===== src/rtl/axi_lite_regbank_if.sv =====
// AXI4-Lite slave bus bundle for axi_lite_regbank: AW, W, B, AR and R channels.
// The master modport drives requests; the slave modport drives readies and responses.
`timescale 1ns/1ps
interface axi_lite_regbank_if #(
  parameter int ADDR_W = 9,
  parameter int DATA_W = 32
);
  logic [ADDR_W-1:0]   s_axi_awaddr;
  logic                s_axi_awvalid;
  logic                s_axi_awready;
  logic [DATA_W-1:0]   s_axi_wdata;
  logic [DATA_W/8-1:0] s_axi_wstrb;
  logic                s_axi_wvalid;
  logic                s_axi_wready;
  logic [1:0]          s_axi_bresp;
  logic                s_axi_bvalid;
  logic                s_axi_bready;
  logic [ADDR_W-1:0]   s_axi_araddr;
  logic                s_axi_arvalid;
  logic                s_axi_arready;
  logic [DATA_W-1:0]   s_axi_rdata;
  logic [1:0]          s_axi_rresp;
  logic                s_axi_rvalid;
  logic                s_axi_rready;

  modport master (
    output s_axi_awaddr, s_axi_awvalid, s_axi_wdata, s_axi_wstrb, s_axi_wvalid,
           s_axi_bready, s_axi_araddr, s_axi_arvalid, s_axi_rready,
    input  s_axi_awready, s_axi_wready, s_axi_bresp, s_axi_bvalid,
           s_axi_arready, s_axi_rdata, s_axi_rresp, s_axi_rvalid
  );

  modport slave (
    input  s_axi_awaddr, s_axi_awvalid, s_axi_wdata, s_axi_wstrb, s_axi_wvalid,
           s_axi_bready, s_axi_araddr, s_axi_arvalid, s_axi_rready,
    output s_axi_awready, s_axi_wready, s_axi_bresp, s_axi_bvalid,
           s_axi_arready, s_axi_rdata, s_axi_rresp, s_axi_rvalid
  );
endinterface


===== src/rtl/axi_lite_regbank.sv =====
// AXI4-Lite register bank: NUM_REGS byte-strobed registers, independent AW/W slots, registered responses.
// Define AXIL_REGBANK_DECERR_EN to answer out-of-range accesses with DECERR instead of SLVERR.
`timescale 1ns/1ps
module axi_lite_regbank #(
  parameter int                ADDR_W    = 9,
  parameter int                DATA_W    = 32,
  parameter int                NUM_REGS  = 4,
  parameter logic [DATA_W-1:0] RESET_VAL = '0
) (
  input  logic                         clk,
  input  logic                         s_axi_aresetn,
  axi_lite_regbank_if.slave            s_axi,
  output logic [NUM_REGS*DATA_W-1:0]   regs_o,
  output logic [NUM_REGS-1:0]          wr_pulse_o
);

  localparam int          STRB_W     = DATA_W / 8;
  localparam int          IDX_W      = ADDR_W - 2;
  localparam logic [31:0] NUM_REGS_U = 32'(NUM_REGS);
  localparam logic [1:0]  RESP_OKAY  = 2'b00;
`ifdef AXIL_REGBANK_DECERR_EN
  localparam logic [1:0]  RESP_ERR   = 2'b11;
`else
  localparam logic [1:0]  RESP_ERR   = 2'b10;
`endif

  function automatic logic idx_in_range(input logic [IDX_W-1:0] idx);
    return {{(32-IDX_W){1'b0}}, idx} < NUM_REGS_U;
  endfunction

  function automatic logic [DATA_W-1:0] merge_bytes(input logic [DATA_W-1:0] old_val,
                                                    input logic [DATA_W-1:0] new_val,
                                                    input logic [STRB_W-1:0] strb);
    logic [DATA_W-1:0] res;
    res = old_val;
    for (int b = 0; b < STRB_W; b++)
      if (strb[b]) res[b*8 +: 8] = new_val[b*8 +: 8];
    return res;
  endfunction

  logic [DATA_W-1:0] regs [NUM_REGS];

  logic              aw_full, w_full;
  logic [IDX_W-1:0]  aw_idx;
  logic [DATA_W-1:0] w_data;
  logic [STRB_W-1:0] w_strb;

  logic              awready, wready, arready;
  logic              bvalid, rvalid;
  logic [1:0]        bresp, rresp;
  logic [DATA_W-1:0] rdata;
  logic [NUM_REGS-1:0] wr_pulse;

  logic              aw_hs, w_hs, ar_hs, b_hs, r_hs, commit;
  logic              aw_full_nx, w_full_nx, bvalid_nx, rvalid_nx;
  logic [IDX_W-1:0]  ar_idx;
  logic [DATA_W-1:0] rd_val;
  logic [NUM_REGS-1:0] pulse_nx;
  logic              unused_addr_bits;

  assign aw_hs  = s_axi.s_axi_awvalid && awready;
  assign w_hs   = s_axi.s_axi_wvalid && wready;
  assign ar_hs  = s_axi.s_axi_arvalid && arready;
  assign b_hs   = bvalid && s_axi.s_axi_bready;
  assign r_hs   = rvalid && s_axi.s_axi_rready;
  // Both slots were filled on earlier edges, so the write lands one edge after the later handshake.
  assign commit = aw_full && w_full;
  assign ar_idx = s_axi.s_axi_araddr[ADDR_W-1:2];

  assign unused_addr_bits = ^{s_axi.s_axi_awaddr[1:0], s_axi.s_axi_araddr[1:0]};

  always_comb begin
    aw_full_nx = aw_full;
    w_full_nx  = w_full;
    bvalid_nx  = bvalid;
    rvalid_nx  = rvalid;
    if (commit) begin
      aw_full_nx = 1'b0;
      w_full_nx  = 1'b0;
      bvalid_nx  = 1'b1;
    end else begin
      if (aw_hs) aw_full_nx = 1'b1;
      if (w_hs)  w_full_nx  = 1'b1;
      if (b_hs)  bvalid_nx  = 1'b0;
    end
    if (r_hs)  rvalid_nx = 1'b0;
    if (ar_hs) rvalid_nx = 1'b1;
  end

  always_comb begin
    pulse_nx = '0;
    for (int i = 0; i < NUM_REGS; i++)
      if (commit && (aw_idx == IDX_W'(i))) pulse_nx[i] = 1'b1;
  end

  // Read mux: indices without a register fall through to zero.
  always_comb begin
    rd_val = '0;
    for (int i = 0; i < NUM_REGS; i++)
      if (ar_idx == IDX_W'(i)) rd_val = regs[i];
  end

  // Handshake and response state; readies are flops derived from the next-state slot/response flags.
  always_ff @(posedge clk or negedge s_axi_aresetn) begin
    if (!s_axi_aresetn) begin
      aw_full  <= 1'b0;
      w_full   <= 1'b0;
      bvalid   <= 1'b0;
      rvalid   <= 1'b0;
      awready  <= 1'b0;
      wready   <= 1'b0;
      arready  <= 1'b0;
      bresp    <= 2'b00;
      rresp    <= 2'b00;
      rdata    <= '0;
      wr_pulse <= '0;
    end else begin
      aw_full  <= aw_full_nx;
      w_full   <= w_full_nx;
      bvalid   <= bvalid_nx;
      rvalid   <= rvalid_nx;
      awready  <= !aw_full_nx && !bvalid_nx;
      wready   <= !w_full_nx && !bvalid_nx;
      arready  <= !rvalid_nx;
      wr_pulse <= pulse_nx;
      if (commit)
        bresp <= idx_in_range(aw_idx) ? RESP_OKAY : RESP_ERR;
      if (ar_hs) begin
        rdata <= rd_val;
        rresp <= idx_in_range(ar_idx) ? RESP_OKAY : RESP_ERR;
      end
    end
  end

  // Slot payloads need no reset: they are only consumed while the matching full flag is set.
  always_ff @(posedge clk) begin
    if (aw_hs) aw_idx <= s_axi.s_axi_awaddr[ADDR_W-1:2];
    if (w_hs) begin
      w_data <= s_axi.s_axi_wdata;
      w_strb <= s_axi.s_axi_wstrb;
    end
  end

  // Register array; a same-edge read capture sees the pre-commit value through rd_val.
  always_ff @(posedge clk or negedge s_axi_aresetn) begin
    if (!s_axi_aresetn) begin
      for (int i = 0; i < NUM_REGS; i++) regs[i] <= RESET_VAL;
    end else begin
      for (int i = 0; i < NUM_REGS; i++)
        if (pulse_nx[i]) regs[i] <= merge_bytes(regs[i], w_data, w_strb);
    end
  end

  always_comb begin
    for (int i = 0; i < NUM_REGS; i++) regs_o[i*DATA_W +: DATA_W] = regs[i];
  end

  assign wr_pulse_o            = wr_pulse;
  assign s_axi.s_axi_awready   = awready;
  assign s_axi.s_axi_wready    = wready;
  assign s_axi.s_axi_arready   = arready;
  assign s_axi.s_axi_bvalid    = bvalid;
  assign s_axi.s_axi_bresp     = bresp;
  assign s_axi.s_axi_rvalid    = rvalid;
  assign s_axi.s_axi_rresp     = rresp;
  assign s_axi.s_axi_rdata     = rdata;

endmodule


===== src/flat_wrapper.sv =====
// flat-port wrapper written by rule: the top's interface ports become plain ports
module axi_lite_regbank_flat 
#(
  parameter int                ADDR_W    = 9,
  parameter int                DATA_W    = 32,
  parameter int                NUM_REGS  = 4,
  parameter logic [DATA_W-1:0] RESET_VAL = '0
)
  (clk, s_axi_aresetn, regs_o, wr_pulse_o, s_axi_s_axi_awaddr, s_axi_s_axi_awvalid, s_axi_s_axi_wdata, s_axi_s_axi_wstrb, s_axi_s_axi_wvalid, s_axi_s_axi_bready, s_axi_s_axi_araddr, s_axi_s_axi_arvalid, s_axi_s_axi_rready, s_axi_s_axi_awready, s_axi_s_axi_wready, s_axi_s_axi_bresp, s_axi_s_axi_bvalid, s_axi_s_axi_arready, s_axi_s_axi_rdata, s_axi_s_axi_rresp, s_axi_s_axi_rvalid);
  axi_lite_regbank_if #(.ADDR_W(ADDR_W), .DATA_W(DATA_W)) s_axi_i ();
  input  logic clk;
  input  logic s_axi_aresetn;
  output logic [NUM_REGS*DATA_W-1:0] regs_o;
  output logic [NUM_REGS-1:0] wr_pulse_o;
  input wire logic [$bits(s_axi_i.s_axi_awaddr)-1:0] s_axi_s_axi_awaddr;
  input wire logic [$bits(s_axi_i.s_axi_awvalid)-1:0] s_axi_s_axi_awvalid;
  input wire logic [$bits(s_axi_i.s_axi_wdata)-1:0] s_axi_s_axi_wdata;
  input wire logic [$bits(s_axi_i.s_axi_wstrb)-1:0] s_axi_s_axi_wstrb;
  input wire logic [$bits(s_axi_i.s_axi_wvalid)-1:0] s_axi_s_axi_wvalid;
  input wire logic [$bits(s_axi_i.s_axi_bready)-1:0] s_axi_s_axi_bready;
  input wire logic [$bits(s_axi_i.s_axi_araddr)-1:0] s_axi_s_axi_araddr;
  input wire logic [$bits(s_axi_i.s_axi_arvalid)-1:0] s_axi_s_axi_arvalid;
  input wire logic [$bits(s_axi_i.s_axi_rready)-1:0] s_axi_s_axi_rready;
  output wire logic [$bits(s_axi_i.s_axi_awready)-1:0] s_axi_s_axi_awready;
  output wire logic [$bits(s_axi_i.s_axi_wready)-1:0] s_axi_s_axi_wready;
  output wire logic [$bits(s_axi_i.s_axi_bresp)-1:0] s_axi_s_axi_bresp;
  output wire logic [$bits(s_axi_i.s_axi_bvalid)-1:0] s_axi_s_axi_bvalid;
  output wire logic [$bits(s_axi_i.s_axi_arready)-1:0] s_axi_s_axi_arready;
  output wire logic [$bits(s_axi_i.s_axi_rdata)-1:0] s_axi_s_axi_rdata;
  output wire logic [$bits(s_axi_i.s_axi_rresp)-1:0] s_axi_s_axi_rresp;
  output wire logic [$bits(s_axi_i.s_axi_rvalid)-1:0] s_axi_s_axi_rvalid;
  assign s_axi_i.s_axi_awaddr = s_axi_s_axi_awaddr;
  assign s_axi_i.s_axi_awvalid = s_axi_s_axi_awvalid;
  assign s_axi_i.s_axi_wdata = s_axi_s_axi_wdata;
  assign s_axi_i.s_axi_wstrb = s_axi_s_axi_wstrb;
  assign s_axi_i.s_axi_wvalid = s_axi_s_axi_wvalid;
  assign s_axi_i.s_axi_bready = s_axi_s_axi_bready;
  assign s_axi_i.s_axi_araddr = s_axi_s_axi_araddr;
  assign s_axi_i.s_axi_arvalid = s_axi_s_axi_arvalid;
  assign s_axi_i.s_axi_rready = s_axi_s_axi_rready;
  assign s_axi_s_axi_awready = s_axi_i.s_axi_awready;
  assign s_axi_s_axi_wready = s_axi_i.s_axi_wready;
  assign s_axi_s_axi_bresp = s_axi_i.s_axi_bresp;
  assign s_axi_s_axi_bvalid = s_axi_i.s_axi_bvalid;
  assign s_axi_s_axi_arready = s_axi_i.s_axi_arready;
  assign s_axi_s_axi_rdata = s_axi_i.s_axi_rdata;
  assign s_axi_s_axi_rresp = s_axi_i.s_axi_rresp;
  assign s_axi_s_axi_rvalid = s_axi_i.s_axi_rvalid;
  axi_lite_regbank #(.ADDR_W(ADDR_W), .DATA_W(DATA_W), .NUM_REGS(NUM_REGS), .RESET_VAL(RESET_VAL)) u_core (.clk(clk), .s_axi_aresetn(s_axi_aresetn), .s_axi(s_axi_i), .regs_o(regs_o), .wr_pulse_o(wr_pulse_o));
endmodule

===== config.mk =====
export PLATFORM = sky130hd
export DESIGN_NAME = axi_lite_regbank_flat
export DESIGN_NICKNAME = d
export VERILOG_FILES = /design/src/rtl/axi_lite_regbank_if.sv /design/src/rtl/axi_lite_regbank.sv /design/src/flat_wrapper.sv
export SDC_FILE = /design/constraint.sdc
export NUM_CORES = 1
export LEC_CHECK = 0
export ABC_AREA = 1
export CELL_PAD_IN_SITES_DETAIL_PLACEMENT = 1
export CELL_PAD_IN_SITES_GLOBAL_PLACEMENT = 1
export CORE_MARGIN = 4
export CORE_UTILIZATION = 41
export DETAILED_ROUTE_END_ITERATION = 12
export GPL_ROUTABILITY_DRIVEN = 1
export HOLD_SLACK_MARGIN = 0.05
export PLACE_DENSITY_LB_ADDON = 0.15
export SLEW_MARGIN = 20
export SYNTH_ARGS = -nofsm -noshare
export SYNTH_HDL_FRONTEND = slang
export SYNTH_SLANG_ARGS = --single-unit

===== constraint.sdc =====
create_clock -name clk -period 3.55 [get_ports clk]
set_clock_uncertainty 0.1 [all_clocks]
set_input_delay 0.5325 -clock clk [delete_from_list [all_inputs] [get_ports clk]]
set_output_delay 0.5325 -clock clk [all_outputs]
set_load 0.005 [all_outputs]

==> metrics.yaml, run 1 <==
antenna_found_initial: 2
cp-end-kind: "primary output"
drive_gt1_share_pct: 13.8
final.period_utilization_pct: 60.5
cp_slowest_cell: "clkdlybuf4s50_1"
clk_pin_slew_ns: 0.06
vias: 7884
numPlacedInstances: 1530
dpl.hpwl_um: 21200
finalWorstPathRequiredPeriod_ns: 2.15
clock_latency_ns: 0.52
grt_max_degree: 78
placed_area_um2: 12200
maxCapViolCount: 0
drtPass1Iterations: 5
synth.avg_cell_area_um2: 9.51
wl_per_cell_um: 18.9
crit_family: "buffers and inverters"
die_h_um: 162
grt_setup_unrepaired: "false"
setup_violations: 0
worst_slew_pin_slew_ns: 0.956
p_leak_nw: 5.95
grtUsageTotal_pct: 22.8
r2r-end: "u_core.regs_o[84]"
final_util_pct: 55.3
path_buf_inv: 1
synthCells: 1022
fill_cells: 2680
synth_area_leaders: "dfrtp_1 45%, edfxtp_1 13%, nand2_1 13%, o21ai_2 7.7%, inv_1 4.4%"
crit_chain: "clkdlybuf4s50_1"
first_global_vias: 8488
final_hold_viol_count: 0
report.power.total_mw: 6.32
hold_buffers: 1
cts_buffer_depth: 3
crit_cells: 1
grt_pass1_wl_um: 47300
required_ns: 2.92
cts_buffers: 24
slew_violations: 0
area_growth_pct: 33.1
crit_type: "reg -> out"
rows: 56
fin_ws_ns: 1.40
clkSinkCount: 216
vias_per_cell: 5.01
ant_nets: 0
cts_setup_buffers: 0
first_iter_violations: 364
yosys_register_bits: 216
peakVddDrop_v: 0.000520
yosysWarnings: 0
whs_ns: 0.375
worst_setup_path_start_kind: "flop"
die_w_um: 162
r2r_start: "u_core.aw_idx[6]"
critPathCapture: "regs_o[63]"
critPathMaxStageDelay_ns: 0.59
status: "complete, no violations"
clock-root-buffer: "clkbuf_16"
critical_path_peak_fanout: 3
wl_um: 29800
power.density_nw_per_um2: 488
synth_cell_types: 25
maxSlewHeadroom_pct: 36.2
ff2ff_path_depth: 6
io_pins: 234
grt_overflow: 0
cts_tree: "built"
final_area_um2: 12900
fin_setup_tns_ns: 0
min_path_type: "reg -> reg"
dieArea_um2: 26200
reg2reg_slack_ns: 1.56
drc: 0
h-tree-depth: 1
fmax_mhz: 465
core_area_um2: 23400
cp-startpoint: "u_core.regs_o[63]"
io_buffers: 227
initial_utilization_pct: 41.5
synth_top_area_cell: "dfrtp_1"
cts_resized: 0
yosysSeqAreaShare_pct: 57.8
synth_top_area_share_pct: 44.5
final_net_count: 1299
worstPathArrival_ns: 1.52
post-place-ws_ns: 0.898
syn_area_um2: 9720
final_cells: 1575
routabilityCongestion: 0.788
## synthesized netlist by cell type
cell type	n
inv_2	1
nand3_1	67
dfrtp_1	173
o211ai_1	32
nand2_4	1
nor3_2	1
clkbuf_1	12
buf_4	7
o21ai_2	85
buf_6	14
inv_1	115
nand2_2	2
nor2_2	5
nand2_1	335
a21oi_1	32
nand3_2	12
conb_1	1
nand3_4	1
nor2_4	9
edfxtp_1	43
o21ai_1	19
nor4_1	3
o21ai_0	26
buf_2	18
nor2_1	8
## kinds of logic after synthesis
logic type	synth area share [%]
AOI/OAI and AO/OA	14.1
buffers and inverters	8.03
DFF	57.8
other	0.0386
and+or+nand+nor	20.0
## metal layers
layer / share of wire (%) / global-route usage, % / wire length, um / vias up
li1: - / - / - / 3752
met4: 2.2 / 5.34 / 670 / 2
met5: 0.044 / 0 / 13 / -
met1: 41 / 28.6 / 12300 / 3878
met3: 6.1 / 5.33 / 1830 / 44
met2: 50 / 40.0 / 15000 / 208
## power by group
group          internal (mW)  switching (mW)  total [mW]
sequential              2.80           0.182        2.98
clock                   1.32            1.03        2.35
combinational          0.420           0.563       0.983
total                   4.54            1.77        6.32
## registers in the layout (all words and copies together), names as in the netlist, 4 cells and up
register and count:
u_core.aw_idx 7, u_core.regs_o 128, u_core.s_axi.s_axi_rdata 32, u_core.w_data 32, u_core.w_strb 4, u_core.wr_pulse_o 4
## cells in the final DEF (no fill, tap or decap), drive strengths merged
cell,netlist,final
conb,1,2
a21oi,32,32
o21ai,130,130
clkinv,0,11
dlygate4sd3,0,1
diode,0,1
edfxtp,43,43
clkdlybuf4s50,0,224
buf,39,15
clkbuf,12,27
nand2,338,338
dfrtp,173,173
nor2,22,22
nor4,3,3
inv,116,117
nand3,80,80
nor3,1,1
o211ai,32,32
clkinvlp,0,3
bufinv,0,1
## cell type report
class / instances / area (um^2) / area share (%)
flip-flops and latches: 216 / 5620 / 43.5
multi-input cells: 640 / 3350 / 25.9
repair buffers: 240 / 2390 / 18.5
clock buffers: 27 / 612 / 4.73
inverters: 116 / 435 / 3.37
well taps: 319 / 399 / 3.09
clock inverters: 16 / 129 / 0.996
diodes: 1 / 2.50 / 0.0193
## worst min path at each step
stage	end	slack, ns	startpoint	depth (start not counted)
floorplan	u_core.aw_full	0.14	s_axi_aresetn	0
global route	u_core.s_axi.s_axi_rdata[20]	0.40	u_core.s_axi.s_axi_rdata[20]	2
CTS	u_core.s_axi.s_axi_rdata[17]	0.38	u_core.s_axi.s_axi_rdata[17]	2
finish	u_core.s_axi.s_axi_rdata[20]	0.38	u_core.s_axi.s_axi_rdata[20]	2
detailed placement	u_core.s_axi.s_axi_rdata[20]	0.36	u_core.s_axi.s_axi_rdata[20]	2
global placement	u_core.regs_o[18]	0.36	u_core.w_data[18]	2
Note: power is estimated with default switching activity, not from simulation.
==> inputs of run 2 (changes only) <==
--- a/config.mk
+++ b/config.mk
@@ -9,7 +9,7 @@
 export CELL_PAD_IN_SITES_DETAIL_PLACEMENT = 1
 export CELL_PAD_IN_SITES_GLOBAL_PLACEMENT = 1
 export CORE_MARGIN = 4
-export CORE_UTILIZATION = 41
+export CORE_UTILIZATION = 38
 export DETAILED_ROUTE_END_ITERATION = 12
 export GPL_ROUTABILITY_DRIVEN = 1
 export HOLD_SLACK_MARGIN = 0.05
==> constraint.sdc (replaced) <==
create_clock -name clk -period 2 [get_ports clk]
set_clock_uncertainty 0.1 [all_clocks]
set_input_delay 0.3 -clock clk [delete_from_list [all_inputs] [get_ports clk]]
set_output_delay 0.3 -clock clk [all_outputs]
set_load 0.005 [all_outputs]
==> run 2 against run 1 <==
Compared with the run above: wire length increased by 3.9%; final area increased by 3.7%; cell count grew 2.7%; largest power group unchanged; via count grew 1.3%; utilization is 2.0 points lower; clock power is 95% higher; clock-buffer cell count grew 12; total power rose by 86%.
==> metrics.yaml, run 2 (synthesis results as in run 1) <==
status: "complete, no violations"
p_leak_nw: 6.17
vias: 7990
grtUsageTotal_pct: 21.6
ant_nets: 0
drtPass1Iterations: 4
cts_buffers: 25
grt_pass1_wl_um: 49000
antenna_found_initial: 1
worst_setup_path_start_kind: "flop"
critPathMaxStageDelay_ns: 0.59
drive_gt1_share_pct: 15.5
peakVddDrop_v: 0.000941
cp-end-kind: "primary output"
core_area_um2: 25200
final_area_um2: 13400
clk_pin_slew_ns: 0.06
min_path_type: "in -> async"
report.power.total_mw: 11.7
die_h_um: 168
grt_overflow: 0
cts_setup_buffers: 0
fmax_mhz: 527
io_buffers: 227
cts_buffer_depth: 3
die_w_um: 168
rows: 58
final_hold_viol_count: 0
routabilityCongestion: 0.810
finalWorstPathRequiredPeriod_ns: 1.90
worstPathArrival_ns: 1.50
cts_tree: "built"
setup_violations: 0
clock_latency_ns: 0.52
mostFrequentLayoutCells: "334 x nand2_1, 224 x clkdlybuf4s50_1, 173 x dfrtp_1"
clkSinkCount: 216
mostFrequentLayoutCell: "nand2_1"
dpl.hpwl_um: 21800
crit_type: "reg -> out"
final.period_utilization_pct: 94.8
clock-root-buffer: "clkbuf_16"
placed_area_um2: 12500
grt_max_degree: 68
crit_family: "buffers and inverters"
reg2reg_slack_ns: 0.15
first_iter_violations: 500
area_growth_pct: 38.0
power.density_nw_per_um2: 875
dieArea_um2: 28200
path_buf_inv: 1
maxCapViolCount: 0
required_ns: 1.60
io_pins: 234
critical_path_peak_fanout: 3
crit_chain: "clkdlybuf4s50_1"
cp_slowest_cell: "clkdlybuf4s50_1"
maxSlewHeadroom_pct: 63.6
largest_reg_flops: 128
worst_slew_pin_slew_ns: 0.546
wl_um: 31000
whs_ns: 0.212
first_global_vias: 8554
final_net_count: 1328
initial_utilization_pct: 38.6
h-tree-depth: 1
drc: 0
wl_per_cell_um: 19.2
slew_violations: 0
vias_per_cell: 4.94
-- run 2: metrics by stage --
stage	utilization, %	std cells	setup TNS (ns)	setup WS (ns)
2_1_floorplan	-	1023	0	0.393
3_3_place_gp	49.8	1568	0	0.0324
3_5_place_dp	49.8	1568	0	0.0105
4_1_cts	53.1	1615	0	0.0780
5_1_grt	53.3	1617	-0.0506	-0.0143
6_report	53.3	1617	0	0.104
-- run 2: final timing paths --
check	from	cells past startpoint	end
max	u_core.regs_o[31]	1	regs_o[31]
min	s_axi_aresetn	2	u_core.s_axi.s_axi_rdata[9]
max reg2reg	u_core.aw_idx[3]	7	u_core.regs_o[24]
min reg2reg	u_core.s_axi.s_axi_rdata[20]	2	u_core.s_axi.s_axi_rdata[20]
max in group asynchronous	s_axi_aresetn	3	u_core.s_axi.s_axi_rdata[15]
min in group clk	s_axi_s_axi_wdata[30]	1	u_core.w_data[30]
-- run 2: report_power, final --
part | internal, mW | switching [mW] | total (mW)
sequential | 4.96 | 0.325 | 5.29
clock | 2.78 | 1.80 | 4.58
combinational | 0.823 | 1.03 | 1.86
total | 8.57 | 3.16 | 11.7
-- run 2: cell type report --
class	count	area, um^2
antenna	1	2.50
clock buffer	39	738
clock inverter	7	86.3
fill	2798	11800
inverter	116	435
multi-input combinational	641	3370
sequential	216	5620
tap	330	413
timing repair buffer	267	2740
-- run 2: what timing repair did --
item,4_1_cts,5_1_grt
resized for setup,0,3
hold endpoints to repair,62,0
hold buffers,1,0
setup endpoints to repair,0,26
-- run 2: routing by layer --
metal	track usage (%)	wire length (um)	up-vias
met2	37.3	15200	187
met1	28.1	13400	3945
met3	4.53	1620	46
met4	5.19	741	0
li1	-	-	3812
met5	0	0	-
